**config.mk**
```make
export PLATFORM = sky130hd
export DESIGN_NAME = mem_arbiter
export DESIGN_NICKNAME = d
export VERILOG_FILES = /design/src/rtl/mem_arbiter.sv
export SDC_FILE = /design/constraint.sdc
export NUM_CORES = 1
export LEC_CHECK = 0
export CORE_ASPECT_RATIO = 1.2
export CORE_MARGIN = 5
export CORE_UTILIZATION = 40
export CTS_CLUSTER_SIZE = 16
export DETAILED_ROUTE_END_ITERATION = 8
export GPL_ROUTABILITY_DRIVEN = 1
export GPL_TIMING_DRIVEN = 0
export HOLD_SLACK_MARGIN = 0.02
export PLACE_DENSITY_LB_ADDON = 0.25
export SETUP_SLACK_MARGIN = 0.1
export SYNTH_ARGS = -nofsm -noshare
export SYNTH_HDL_FRONTEND = slang
export SYNTH_SLANG_ARGS = --single-unit
```
**constraint.sdc**
```tcl
create_clock -name clk_in -period 4.2 [get_ports clk_in]
set_input_delay 1.05 -clock clk_in [delete_from_list [all_inputs] [get_ports clk_in]]
set_output_delay 1.05 -clock clk_in [all_outputs]
set_load 0.01 [all_outputs]
```
**src/rtl/mem_arbiter.sv**
```systemverilog
// Byte-wide memory bus sequencer shared by the instruction fetcher and the load/store buffer.
// Optional build macro MEM_ARB_FAIR_EN: alternate the winner when both requesters collide.
module mem_arbiter #(
    parameter int          ADDR_W = 32,
    parameter logic [1:0]  IO_HI  = 2'b11
) (
    input  logic              clk_in,
    input  logic              rst_in,
    input  logic              rdy_in,
    input  logic [7:0]        mem_din,
    output logic [7:0]        mem_dout,
    output logic [ADDR_W-1:0] mem_a,
    output logic              mem_wr,
    input  logic              io_buffer_full,
    input  logic              flush_in,
    input  logic              if_req,
    input  logic [ADDR_W-1:0] if_addr,
    output logic              if_done,
    output logic [31:0]       if_data,
    input  logic              ls_req,
    input  logic              ls_we,
    input  logic [1:0]        ls_size,
    input  logic [ADDR_W-1:0] ls_addr,
    input  logic [31:0]       ls_wdata,
    output logic              ls_done,
    output logic [31:0]       ls_rdata
);

    typedef enum logic [1:0] {
        IDLE  = 2'b00,
        READ  = 2'b01,
        WRITE = 2'b10
    } state_t;

    state_t              state_r;
    logic                owner_ls_r;
    logic [ADDR_W-1:0]   base_r;
    logic [2:0]          n_beats_r;
    logic [31:0]         wdata_r;
    logic [2:0]          issue_cnt_r;
    logic [2:0]          recv_cnt_r;
    logic                on_bus_r;    // a read address is on mem_a this cycle
    logic                data_due_r;  // mem_din carries the byte for lane recv_cnt_r
    logic [31:0]         rd_buf_r;
`ifdef MEM_ARB_FAIR_EN
    logic                last_ls_r;
`endif

    logic                want_if_s;
    logic                pick_ls_s;
    logic                grant_s;
    logic                io_stall_s;
    logic                last_capture_s;
    logic [31:0]         merged_s;
    logic [7:0]          wbyte_s;

    function automatic logic [2:0] beats_for_size(input logic [1:0] size);
        logic [2:0] n;
        case (size)
            2'b00:   n = 3'd1;
            2'b01:   n = 3'd2;
            2'b10:   n = 3'd4;
            default: n = 3'd4;
        endcase
        return n;
    endfunction

    // Arbitration between the two requesters and grant qualification.
    always_comb begin
        want_if_s = if_req && !flush_in;
`ifdef MEM_ARB_FAIR_EN
        if (ls_req && want_if_s) begin
            pick_ls_s = !last_ls_r;
        end else begin
            pick_ls_s = ls_req;
        end
`else
        pick_ls_s = ls_req;
`endif
        grant_s = rdy_in && (ls_req || want_if_s);
    end

    // Beat datapath: read-lane merge, write byte select, IO stall and completion detect.
    always_comb begin
        merged_s = rd_buf_r;
        merged_s[{recv_cnt_r[1:0], 3'b000} +: 8] = mem_din;
        wbyte_s = wdata_r[{issue_cnt_r[1:0], 3'b000} +: 8];
        io_stall_s = (base_r[17:16] == IO_HI) && io_buffer_full;
        last_capture_s = data_due_r && ((recv_cnt_r + 3'd1) == n_beats_r);
    end

    // Sequencer FSM with registered bus and completion outputs.
    always_ff @(posedge clk_in) begin
        if (rst_in) begin
            state_r     <= IDLE;
            owner_ls_r  <= 1'b0;
            base_r      <= {ADDR_W{1'b0}};
            n_beats_r   <= 3'd0;
            wdata_r     <= 32'h0000_0000;
            issue_cnt_r <= 3'd0;
            recv_cnt_r  <= 3'd0;
            on_bus_r    <= 1'b0;
            data_due_r  <= 1'b0;
            rd_buf_r    <= 32'h0000_0000;
            mem_wr      <= 1'b0;
            mem_a       <= {ADDR_W{1'b0}};
            mem_dout    <= 8'h00;
            if_done     <= 1'b0;
            ls_done     <= 1'b0;
            if_data     <= 32'h0000_0000;
            ls_rdata    <= 32'h0000_0000;
`ifdef MEM_ARB_FAIR_EN
            last_ls_r   <= 1'b0;
`endif
        end else begin
            if_done    <= 1'b0;
            ls_done    <= 1'b0;
            mem_wr     <= 1'b0;
            on_bus_r   <= 1'b0;
            data_due_r <= on_bus_r;
            case (state_r)
                IDLE: begin
                    if (grant_s) begin
                        owner_ls_r  <= pick_ls_s;
                        base_r      <= pick_ls_s ? ls_addr : if_addr;
                        n_beats_r   <= pick_ls_s ? beats_for_size(ls_size) : 3'd4;
                        wdata_r     <= ls_wdata;
                        issue_cnt_r <= 3'd0;
                        recv_cnt_r  <= 3'd0;
                        rd_buf_r    <= 32'h0000_0000;
                        state_r     <= (pick_ls_s && ls_we) ? WRITE : READ;
`ifdef MEM_ARB_FAIR_EN
                        last_ls_r   <= pick_ls_s;
`endif
                    end else begin
                        state_r <= IDLE;
                    end
                end
                READ: begin
                    if (!owner_ls_r && flush_in) begin
                        // Fetch aborted: drop in-flight bytes and any pending completion.
                        state_r     <= IDLE;
                        data_due_r  <= 1'b0;
                        issue_cnt_r <= 3'd0;
                        recv_cnt_r  <= 3'd0;
                    end else begin
                        if (rdy_in && (issue_cnt_r < n_beats_r)) begin
                            mem_a       <= base_r + ADDR_W'(issue_cnt_r);
                            issue_cnt_r <= issue_cnt_r + 3'd1;
                            on_bus_r    <= 1'b1;
                        end
                        if (data_due_r) begin
                            rd_buf_r   <= merged_s;
                            recv_cnt_r <= recv_cnt_r + 3'd1;
                        end
                        if (last_capture_s) begin
                            if (owner_ls_r) begin
                                ls_done  <= 1'b1;
                                ls_rdata <= merged_s;
                            end else begin
                                if_done <= 1'b1;
                                if_data <= merged_s;
                            end
                            state_r <= IDLE;
                        end
                    end
                end
                WRITE: begin
                    if (issue_cnt_r == n_beats_r) begin
                        ls_done <= 1'b1;
                        state_r <= IDLE;
                    end else if (rdy_in && !io_stall_s) begin
                        mem_a       <= base_r + ADDR_W'(issue_cnt_r);
                        mem_dout    <= wbyte_s;
                        mem_wr      <= 1'b1;
                        issue_cnt_r <= issue_cnt_r + 3'd1;
                    end else begin
                        state_r <= WRITE;
                    end
                end
                default: begin
                    state_r <= IDLE;
                end
            endcase
        end
    end

endmodule

```
==> metrics.csv, run 1 <==
metric,value,unit
Final Hold Viols,0,
register area share after synthesis,0.4624,
clock tree sinks,217,
hold-critical path endpoint,wdata_r[7]$_SDFFE_PP0P_,
RSZ-0062 raised after global routing,false,
wire per inst,16.93,um
Final WS setup,0.8428,ns
Worst Setup Start Kind,input port,
worst-case reg-to-reg path depth,9,
"Setup Fix Bufs, Post-CTS",0,
largest family of logic cells by synthesized area,compound AO/OA/AOI/OAI gates,
DIE AREA,26670,um^2
pwr/cell area,361.4,nW/um^2
clock-pin slew on the worst setup and hold paths,0.06,ns
syn nets,1203,
WP data required,4.59,ns
final setup TNS,0,ns
hold depth,2,
Pre-antenna DRT Iters,5,
grt ovf,0,
DRT Wirelength,27.84,mm
Die Y,177.9,um
# setup viols final,0,
DRC Markers,0,
XOR/XNOR Fraction of Synth Area,0.02943,
Setup crit end kind,register,
"flops & latches, synth",217,
"delay-heaviest family, CP",buffers and inverters,
syn_area_per_cell,8.756,um^2
Synth Area in Simple Gates,0.1824,
crit path max-delay cell type,clkdlybuf4s50_1,
CTS Hold Buffers Added,0,
Post-Syn Area,9395,um^2
vias in the first global route,8297,
synthesis warning total,0,
total CTS buffers,23,
"Primary FF master, synth",dfxtp_1,
Worst-Margin Slew,0.8726,ns
first-pass GRT wire length,43.69,mm
"most common cell after layout, fill and taps aside",clkdlybuf4s50_1,
Longest Clk Path Bufs,3,
post-cts resize count,0,
number of flops mapped to enable cells by yosys,0,
Hold/Removal Path Class,reg -> reg,
largest net degree at the start of global routing,14,
Worst IR Drop VDD,242.8,uV
number of I/O port buffers,219,
Placement Setup Slack,0.3351,ns
Rows,61,
Final min period,3.357,ns
Critical Path Fanout Max,10,
period utilization,0.7993,
area delta synth->final,34.80,%
fin nets,1447,
all-layer global routing usage,0.2028,
layout cells sized above 1,0.03762,
Die W,149.9,um
Max Slew Vio Count,0,
CP Class,in -> reg,
root buffer cell,clkbuf_16,
Util after Layout,0.5458,
max frequency,0.2979,GHz
cells after synthesis,1073,
Placer Congestion,0.8480,
Initial Util,0.4049,
via count,8532,
WP buf/inv,3,
worst r2r dst,mem_a[0]$_SDFFE_PP0P_,
Static Leak,4.586,nW
CTS tree,built,
drt initial violations,515,
fraction of registers with async set/reset,0,
post-synthesis adder-cell area fraction,0.02211,
core area,23200,um^2
initial antenna violation count,0,
Unique masters post-synth,53,
post-route ant nets,0,
Reg2Reg Setup Slack,0.96,ns
HPWL after DPL,21.00,mm
power after layout,4.576,mW
reg-to-reg critical path startpoint,issue_cnt_r[0]$_SDFFE_PP0P_,
WP data arrival,3.75,ns
H-tree depth,1,
Skew-Pair Late Insertion Delay,0.50,ns
Setup Skew,0.01228,ns
maxcap violations,0,
Ant. Diodes,0,
Hold Crit Start,wdata_r[7]$_SDFFE_PP0P_,
Slew headroom,0.4121,
status,finished clean,
mux cell area share after synthesis,0.06818,
# IOs,221,
vias per inst,5.190,
CP cell instances,clkdlybuf4s50_1 -> nor2b_1 -> o21ai_0 -> nor2_1 -> clkbuf_1 -> clkbuf_1 -> nor2_1 -> a211oi_1,
"slowest stage delay, CP",0.52,ns
Compound-Gate Fraction of Synth Area,0.1827,
most frequent cells in the layout,"clkdlybuf4s50_1, dfxtp_1, nor2_1",
report_power, final:
group / internal, mW / switching (mW)
clock network: 1.09 / 0.791
registers: 2.13 / 0.0557
logic: 0.243 / 0.267
total: 3.46 / 1.11
metal layers:
| layer | share of wire | routed length [um] | vias up | global-route usage |
|---|---|---|---|---|
| li1 | - | - | 4239 | - |
| met1 | 0.42 | 11630 | 4005 | 0.2458 |
| met2 | 0.50 | 13920 | 250 | 0.3701 |
| met3 | 0.060 | 1676 | 38 | 0.03550 |
| met4 | 0.022 | 611 | 0 | 0.05072 |
| met5 | 0 | 0 | - | 0 |
worst min-delay path, delay by kind of cell, from the launching register on:
| kind | cells | cell delay (ns) |
|---|---|---|
| AO/OA/AOI/OAI | 1 | 0.05 |
| flip-flops | 1 | 0.31 |
| AND/OR/NAND/NOR | 1 | 0.05 |
sequential cells by signal, indices dropped and copies added, names as in the netlist, 2 cells and up:
register     flops
base_r          32
if_data         32
issue_cnt_r      3
ls_rdata        32
mem_a           32
mem_dout         8
n_beats_r        3
rd_buf_r        32
recv_cnt_r       3
state_r          2
wdata_r         32
area by class of cell:
class / instances / area, um^2
Sequential cell: 217 / 4344
Fill cell: 2208 / 10540
Multi-Input combinational cell: 725 / 4556
Buffer: 82 / 311.5
Tap cell: 315 / 394.1
Timing Repair Buffer: 219 / 2192
Inverter: 49 / 183.9
Clock inverter: 8 / 65.06
Clock buffer: 29 / 618.1
Yosys cell counts (2+ instances only):
library cell  count  area share
buf_1             7      0.0028
ha_1             15       0.020
a21oi_1          75       0.040
xnor2_1          24       0.022
a221oi_1          2      0.0019
nor4_1           11      0.0073
and3_1            3      0.0020
nand3_1          12      0.0064
inv_1            49       0.020
dfxtp_1         217        0.46
or3_1             3      0.0020
clkbuf_1         72       0.029
nor3b_1           4      0.0032
xor2_1            5      0.0047
nand4_1           6      0.0040
a41oi_1           2      0.0019
and4_1            2      0.0019
nor3_1            9      0.0048
nor4bb_1          3      0.0032
nor2b_1          38       0.025
a311oi_1          3      0.0028
nand2b_1          5      0.0033
nor2_1          181       0.072
o211ai_1          2      0.0016
buf_2             2      0.0011
o21ai_0           6      0.0032
mux2i_1          46       0.049
a211oi_1        123       0.098
a22oi_1          32       0.026
nand2_1          84       0.034
mux4_2            8       0.019
kinds of logic (layout without fill, tap and decap cells):
family          after synthesis  after routing
buf+inv                     131            387
fa+ha+maj                    16             16
simple gates                372            372
mux                          54             54
xor+xnor                     30             30
compound gates              253            253
flops                       217            217
metrics by stage:
| step | cell area, um^2 | cells | hold WS (ns) |
|---|---|---|---|
| finish | 12660 | 1644 | 0.4532 |
| floorplan | 9395 | 1073 | 0.4331 |
| CTS | 12660 | 1644 | 0.4550 |
| global placement | 11980 | 1607 | 0.4391 |
| detailed placement | 11980 | 1607 | 0.4465 |
| global route | 12660 | 1644 | 0.4734 |
worst max path at each step:
stage	start	end	slack, ns	cells after the start
after global placement	flush_in	wdata_r[29]$_SDFFE_PP0P_	0.37	8
after CTS	flush_in	wdata_r[28]$_SDFFE_PP0P_	0.86	8
after global routing	issue_cnt_r[0]$_SDFFE_PP0P_	mem_a[13]$_SDFFE_PP0P_	0.58	9
after detailed placement	flush_in	wdata_r[28]$_SDFFE_PP0P_	0.34	8
after floorplan	issue_cnt_r[0]$_SDFFE_PP0P_	mem_a[0]$_SDFFE_PP0P_	1.70	9
final	flush_in	base_r[28]$_SDFFE_PP0P_	0.84	8
No activity file was read; power rests on OpenSTA's default activity.
==> run 2, diff against run 1 <==
Clock period 4.2 ns to 2.9 ns, I/O delays scaled along.
==> metrics.csv, run 2 (synthesis gave the netlist of run 1 again) <==
metric,value,unit,change
Placer Congestion,0.8480,,unchanged
status,finished clean,,
Worst IR Drop VDD,353.1,uV,+45%
CP Class,reg -> reg,,
all-layer global routing usage,0.2029,,about the same
layout cells sized above 1,0.05631,,+0.01868
vias per inst,5.172,,-0.35%
core area,23200,um^2,unchanged
Switching Share,0.2427,,-0.0005431
vias in the first global route,8309,,+0.14%
Hold/Removal Path Class,reg -> reg,,
WP data required,3.31,ns,-1.28 ns
Slew headroom,0.4858,,+0.07367
Ant. Diodes,0,,unchanged
post-route ant nets,0,,unchanged
Reg power frac,0.477,,about the same
most frequent cells in the layout,"clkdlybuf4s50_1, dfxtp_1, nor2_1",,
Setup Skew,0.01013,ns,-0.002152 ns
CTS tree,built,,
RSZ-0062 raised after global routing,true,,
CTS Hold Buffers Added,0,,unchanged
root buffer cell,clkbuf_16,,
Util after Layout,0.5491,,+0.003235
Reg2Reg Setup Slack,0.25,ns,-0.71 ns
Rows,61,,unchanged
DRT Wirelength,27.84,mm,about the same
share of power burned in combinational logic,0.112,,about the same
total CTS buffers,23,,unchanged
pwr/cell area,520.4,nW/um^2,+44%
initial antenna violation count,0,,unchanged
first-pass GRT wire length,43.73,mm,about the same
Max Slew Vio Count,0,,unchanged
fin nets,1450,,+0.21%
Worst-Margin Slew,0.7679,ns,-0.1047 ns
Setup crit end kind,register,,
H-tree depth,1,,unchanged
Net Sw Power,1.609,mW,+45%
hold slack,0.4535,ns,+0.0003200 ns
HPWL after DPL,21.00,mm,unchanged
# setup viols final,0,,unchanged
via count,8518,,-0.16%
wire per inst,16.90,um,-0.20%
maxcap violations,0,,unchanged
Die W,149.9,um,unchanged
Final Hold Viols,0,,unchanged
Final min period,2.649,ns,
DIE AREA,26670,um^2,unchanged
period utilization,0.9136,,
drt initial violations,523,,+1.6%
clock-pin slew on the worst setup and hold paths,0.06,ns,about the same
Critical Path Fanout Max,10,,unchanged
area delta synth->final,35.60,%,
Static Leak,4.664,nW,+1.7%
WP data arrival,3.06,ns,-0.69 ns
largest net degree at the start of global routing,14,,unchanged
clock tree sinks,217,,unchanged
Pre-antenna DRT Iters,5,,unchanged
Skew-Pair Late Insertion Delay,0.50,ns,about the same
number of I/O port buffers,219,,unchanged
# IOs,221,,unchanged
grt ovf,0,,unchanged
Worst Setup Start Kind,register,,
Int Pwr,5.020,mW,+45%
max frequency,0.3774,GHz,
"most common cell after layout, fill and taps aside",clkdlybuf4s50_1,,
Longest Clk Path Bufs,3,,unchanged
DRC Markers,0,,unchanged
power share of the clock group,0.411,,about the same
Initial Util,0.4049,,unchanged
Die Y,177.9,um,unchanged
## run 2: cell count changes in the layout (fill, tap and decap cells not counted), sizes merged
cell / previous run / this run
buf: 9 / 14
clkbuf: 102 / 100
## run 2: cell type report
| class | count | area, um^2 |
|---|---|---|
| clock buffer | 29 | 618.1 |
| multi-input combinational | 725 | 4579 |
| buffer | 81 | 331.6 |
| inverter | 49 | 183.9 |
| sequential | 217 | 4345 |
| fill | 2207 | 10460 |
| timing repair buffer | 223 | 2222 |
| clock inverter | 8 | 65.06 |
| tap | 315 | 394.1 |
## run 2: layer usage
metal  track usage  wire length (um)  vias up  part of all wire
met3       0.03550              1779       38             0.064
met4       0.05072               619        0             0.022
met2        0.3708             14000      263              0.50
li1              -                 -     4247                 -
met5             0                 0        -                 0
met1        0.2455             11440     3970              0.41
## run 2: critical path, cell delays in order (launching register included)
cell and delay [ns]:
dfxtp_1 0.41, clkbuf_4 0.26, inv_1 0.08, fa_1 0.42
nor2b_1 0.24, o211ai_1 0.21, buf_2 0.27, nor4_1 0.34
xnor2_1 0.11, a211oi_1 0.22
## run 2: final timing paths
kind              depth (start not counted)                         from                  endpoint
setup reg to reg                          9  issue_cnt_r[1]$_SDFFE_PP0P_    mem_a[16]$_SDFFE_PP0P_
hold reg to reg                           2     wdata_r[31]$_SDFFE_PP0P_  wdata_r[31]$_SDFFE_PP0P_
setup / recovery                          9  issue_cnt_r[1]$_SDFFE_PP0P_    mem_a[16]$_SDFFE_PP0P_
hold / removal                            2     wdata_r[31]$_SDFFE_PP0P_  wdata_r[31]$_SDFFE_PP0P_
## run 2: metrics by stage
stage | power, mW | instances | worst slack, ns | TNS (ns) | area, um^2
final | 6.629 | 1647 | 0.2506 | 0 | 12740
after global routing | 6.883 | 1647 | 0.0005642 | 0 | 12740
after CTS | 6.673 | 1646 | 0.1215 | 0 | 12700
after detailed placement | 3.965 | 1607 | -0.6399 | -55.79 | 11980
after global placement | 3.953 | 1607 | -0.6016 | -48.95 | 11980
after floorplan | 3.591 | 1073 | 0.4030 | 0 | 9395
## run 2: what timing repair did
item | 4_1_cts | 5_1_grt
endpoints found under the hold margin | 0 | 0
resized for setup | 11 | 23
setup buffers | 3 | 1
setup endpoints to repair | 159 | 92
pin swaps | 1 | 1
## run 2: power groups by stage
stage | Clock (mW) | Sequential (mW) | Combinational, mW
after floorplan | 0 | 3.22 | 0.372
after CTS | 2.77 | 3.16 | 0.743
final | 2.72 | 3.16 | 0.743
after detailed placement | 0 | 3.23 | 0.739
after global routing | 2.90 | 3.17 | 0.813
after global placement | 0 | 3.22 | 0.730
==> run 3, diff against run 2 <==
Settings changed: CTS_CLUSTER_DIAMETER from default to 60.
==> metrics.csv, run 3 (synthesis gave the netlist of run 1 again) <==
metric,value,unit,change
fin nets,1445,,-0.34%
post-route ant nets,0,,unchanged
Int Pwr,4.568,mW,-9.0%
DRT Wirelength,28.00,mm,+0.60%
layout cells sized above 1,0.04487,,-0.01144
pwr/cell area,483.9,nW/um^2,-7.0%
Cells after DPL,1607,,unchanged
Util after Layout,0.5396,,-0.009490
Worst-Margin Slew,0.8015,ns,+0.03357 ns
Placer Congestion,0.8480,,unchanged
Placement Setup Slack,-0.6399,ns,unchanged
total CTS buffers,17,,-26%
initial antenna violation count,0,,unchanged
HPWL after DPL,21.00,mm,unchanged
clock tree sinks,217,,unchanged
wire per inst,17.17,um,+1.6%
Skew-Pair Late Insertion Delay,0.48,ns,-0.02 ns
Initial Util,0.4049,,unchanged
maxcap violations,0,,unchanged
Slew headroom,0.4657,,-0.02013
Reg2Reg Setup Slack,0.23,ns,-0.02 ns
Die Y,177.9,um,unchanged
# IOs,221,,unchanged
via count,8571,,+0.62%
DRC Markers,0,,unchanged
power after layout,6.058,mW,-8.6%
share of power burned in combinational logic,0.122,,+0.010
Final min period,2.680,ns,+0.03075 ns
WP buf/inv,2,,-1
# setup viols final,0,,unchanged
"delay-heaviest family, CP",compound AO/OA/AOI/OAI gates,,
Setup Skew,0.01011,ns,-0.00001940 ns
status,finished clean,,
all-layer global routing usage,0.2035,,+0.0005474
Die W,149.9,um,unchanged
dpl cell area,11980,um^2,unchanged
DIE AREA,26670,um^2,unchanged
area delta synth->final,33.25,%,
Setup crit end kind,register,,
CTS Hold Buffers Added,0,,unchanged
Static Leak,4.545,nW,-2.5%
Net Sw Power,1.491,mW,-7.4%
vias in the first global route,8308,,-0.012%
fill cell count,2214,,+0.32%
Longest Clk Path Bufs,3,,unchanged
most frequent cells in the layout,"clkdlybuf4s50_1, dfxtp_1, nor2_1",,
Reg power frac,0.522,,+0.045
WP data arrival,3.09,ns,+0.03 ns
CP Class,in -> reg,,
H-tree depth,1,,unchanged
"slowest stage delay, CP",0.60,ns,+0.18 ns
worst-case reg-to-reg path depth,8,,-1
first-pass GRT wire length,43.81,mm,+0.19%
post-route cell area,12520,um^2,-1.7%
WP data required,3.31,ns,about the same
Post-Layout Cell Count,1631,,-0.97%
largest net degree at the start of global routing,17,,+3
Crit path depth,7,,-2
number of I/O port buffers,219,,unchanged
beginning of the critical path,flush_in,,
drt initial violations,511,,-2.3%
Worst IR Drop VDD,304.5,uV,-14%
reg-to-reg critical path startpoint,issue_cnt_r[0]$_SDFFE_PP0P_,,
CP cell instances,clkdlybuf4s50_1 -> nor2b_1 -> o21ai_1 -> a22o_1 -> buf_1 -> a22oi_1 -> nor2_1,,
core area,23200,um^2,unchanged
Final WS setup,0.2199,ns,-0.03075 ns
grt ovf,0,,unchanged
period utilization,0.9242,,+0.01060
Hold/Removal Path Class,reg -> reg,,
Max Slew Vio Count,0,,unchanged
worst r2r dst,issue_cnt_r[2]$_SDFFE_PP0P_,,
root buffer cell,clkbuf_16,,
clock-pin slew on the worst setup and hold paths,0.07,ns,about the same
Worst Setup Start Kind,input port,,
RSZ-0062 raised after global routing,true,,
Pre-antenna DRT Iters,6,,+1
Final Hold Viols,0,,unchanged
crit path max-delay cell type,clkdlybuf4s50_1,,
Rows,61,,unchanged
Switching Share,0.2460,,+0.003302
crit path to,rd_buf_r[22]$_SDFFE_PP0P_,,
power share of the clock group,0.356,,-0.055
vias per inst,5.255,,+1.6%
Critical Path Fanout Max,10,,unchanged
max frequency,0.3731,GHz,-1.1%
CTS tree,built,,
"most common cell after layout, fill and taps aside",clkdlybuf4s50_1,,
-- run 3: cell types whose count changed in the layout (fill, tap and decap cells not counted), sizes merged --
cell    previous run  this run
diode              0         1
clkbuf           100        88
buf               14        15
clkinv             7         1
-- run 3: final cells by class --
type                       instances  area [um^2]  area share
multi-input combinational        725         4576      0.3655
sequential                       217         4345      0.3471
timing repair buffer             223         2222      0.1775
clock buffer                      17        425.4     0.03398
tap                              315        394.1     0.03148
buffer                            82        335.3     0.02678
inverter                          49        183.9     0.01469
clock inverter                     2        35.03    0.002798
antenna                            1        2.502   0.0001999
-- run 3: how the worst min path moves through the flow --
stage                              from                       end  slack, ns  cells past startpoint
6_report       wdata_r[31]$_SDFFE_PP0P_  wdata_r[31]$_SDFFE_PP0P_       0.45                      2
5_1_grt        wdata_r[31]$_SDFFE_PP0P_  wdata_r[31]$_SDFFE_PP0P_       0.48                      2
4_1_cts        wdata_r[31]$_SDFFE_PP0P_  wdata_r[31]$_SDFFE_PP0P_       0.46                      2
3_5_place_dp    wdata_r[9]$_SDFFE_PP0P_   wdata_r[9]$_SDFFE_PP0P_       0.45                      2
3_3_place_gp    wdata_r[5]$_SDFFE_PP0P_   wdata_r[5]$_SDFFE_PP0P_       0.44                      2
2_1_floorplan  wdata_r[16]$_SDFFE_PP0P_  wdata_r[16]$_SDFFE_PP0P_       0.43                      2
-- run 3: worst register-to-register path: stages, from the launching register on --
cell and delay (ns):
dfxtp_1 0.41, buf_2 0.33, inv_1 0.08, ha_1 0.30, nand3_1 0.13, nand4_1 0.22
a222oi_1 0.69, o31ai_1 0.17, a32o_1 0.24
-- run 3: stage by stage --
step                      hold WS [ns]  setup TNS (ns)
after detailed placement        0.4465          -55.79
after global placement          0.4391          -48.95
after global routing            0.4756               0
after floorplan                 0.4331               0
after CTS                       0.4575               0
final                           0.4549               0
-- run 3: power by group through the flow --
stage / clock network, mW / logic [mW] / registers (mW)
floorplan: 0 / 0.372 / 3.22
global placement: 0 / 0.730 / 3.22
detailed placement: 0 / 0.739 / 3.23
CTS: 2.21 / 0.742 / 3.16
global route: 2.32 / 0.809 / 3.17
finish: 2.16 / 0.741 / 3.16
-- run 3: layer usage --
layer / vias to the layer above / wire (um) / global-route usage
li1: 4223 / - / -
met1: 4037 / 11510 / 0.2452
met2: 265 / 14160 / 0.3718
met3: 46 / 1675 / 0.03499
met4: 0 / 661 / 0.05416
met5: - / 0 / 0
-- run 3: repair_timing --
action	4_1_cts	5_1_grt
resized for setup	9	25
endpoints found under the setup margin	169	100
setup buffers	4	0
pin swaps	1	0
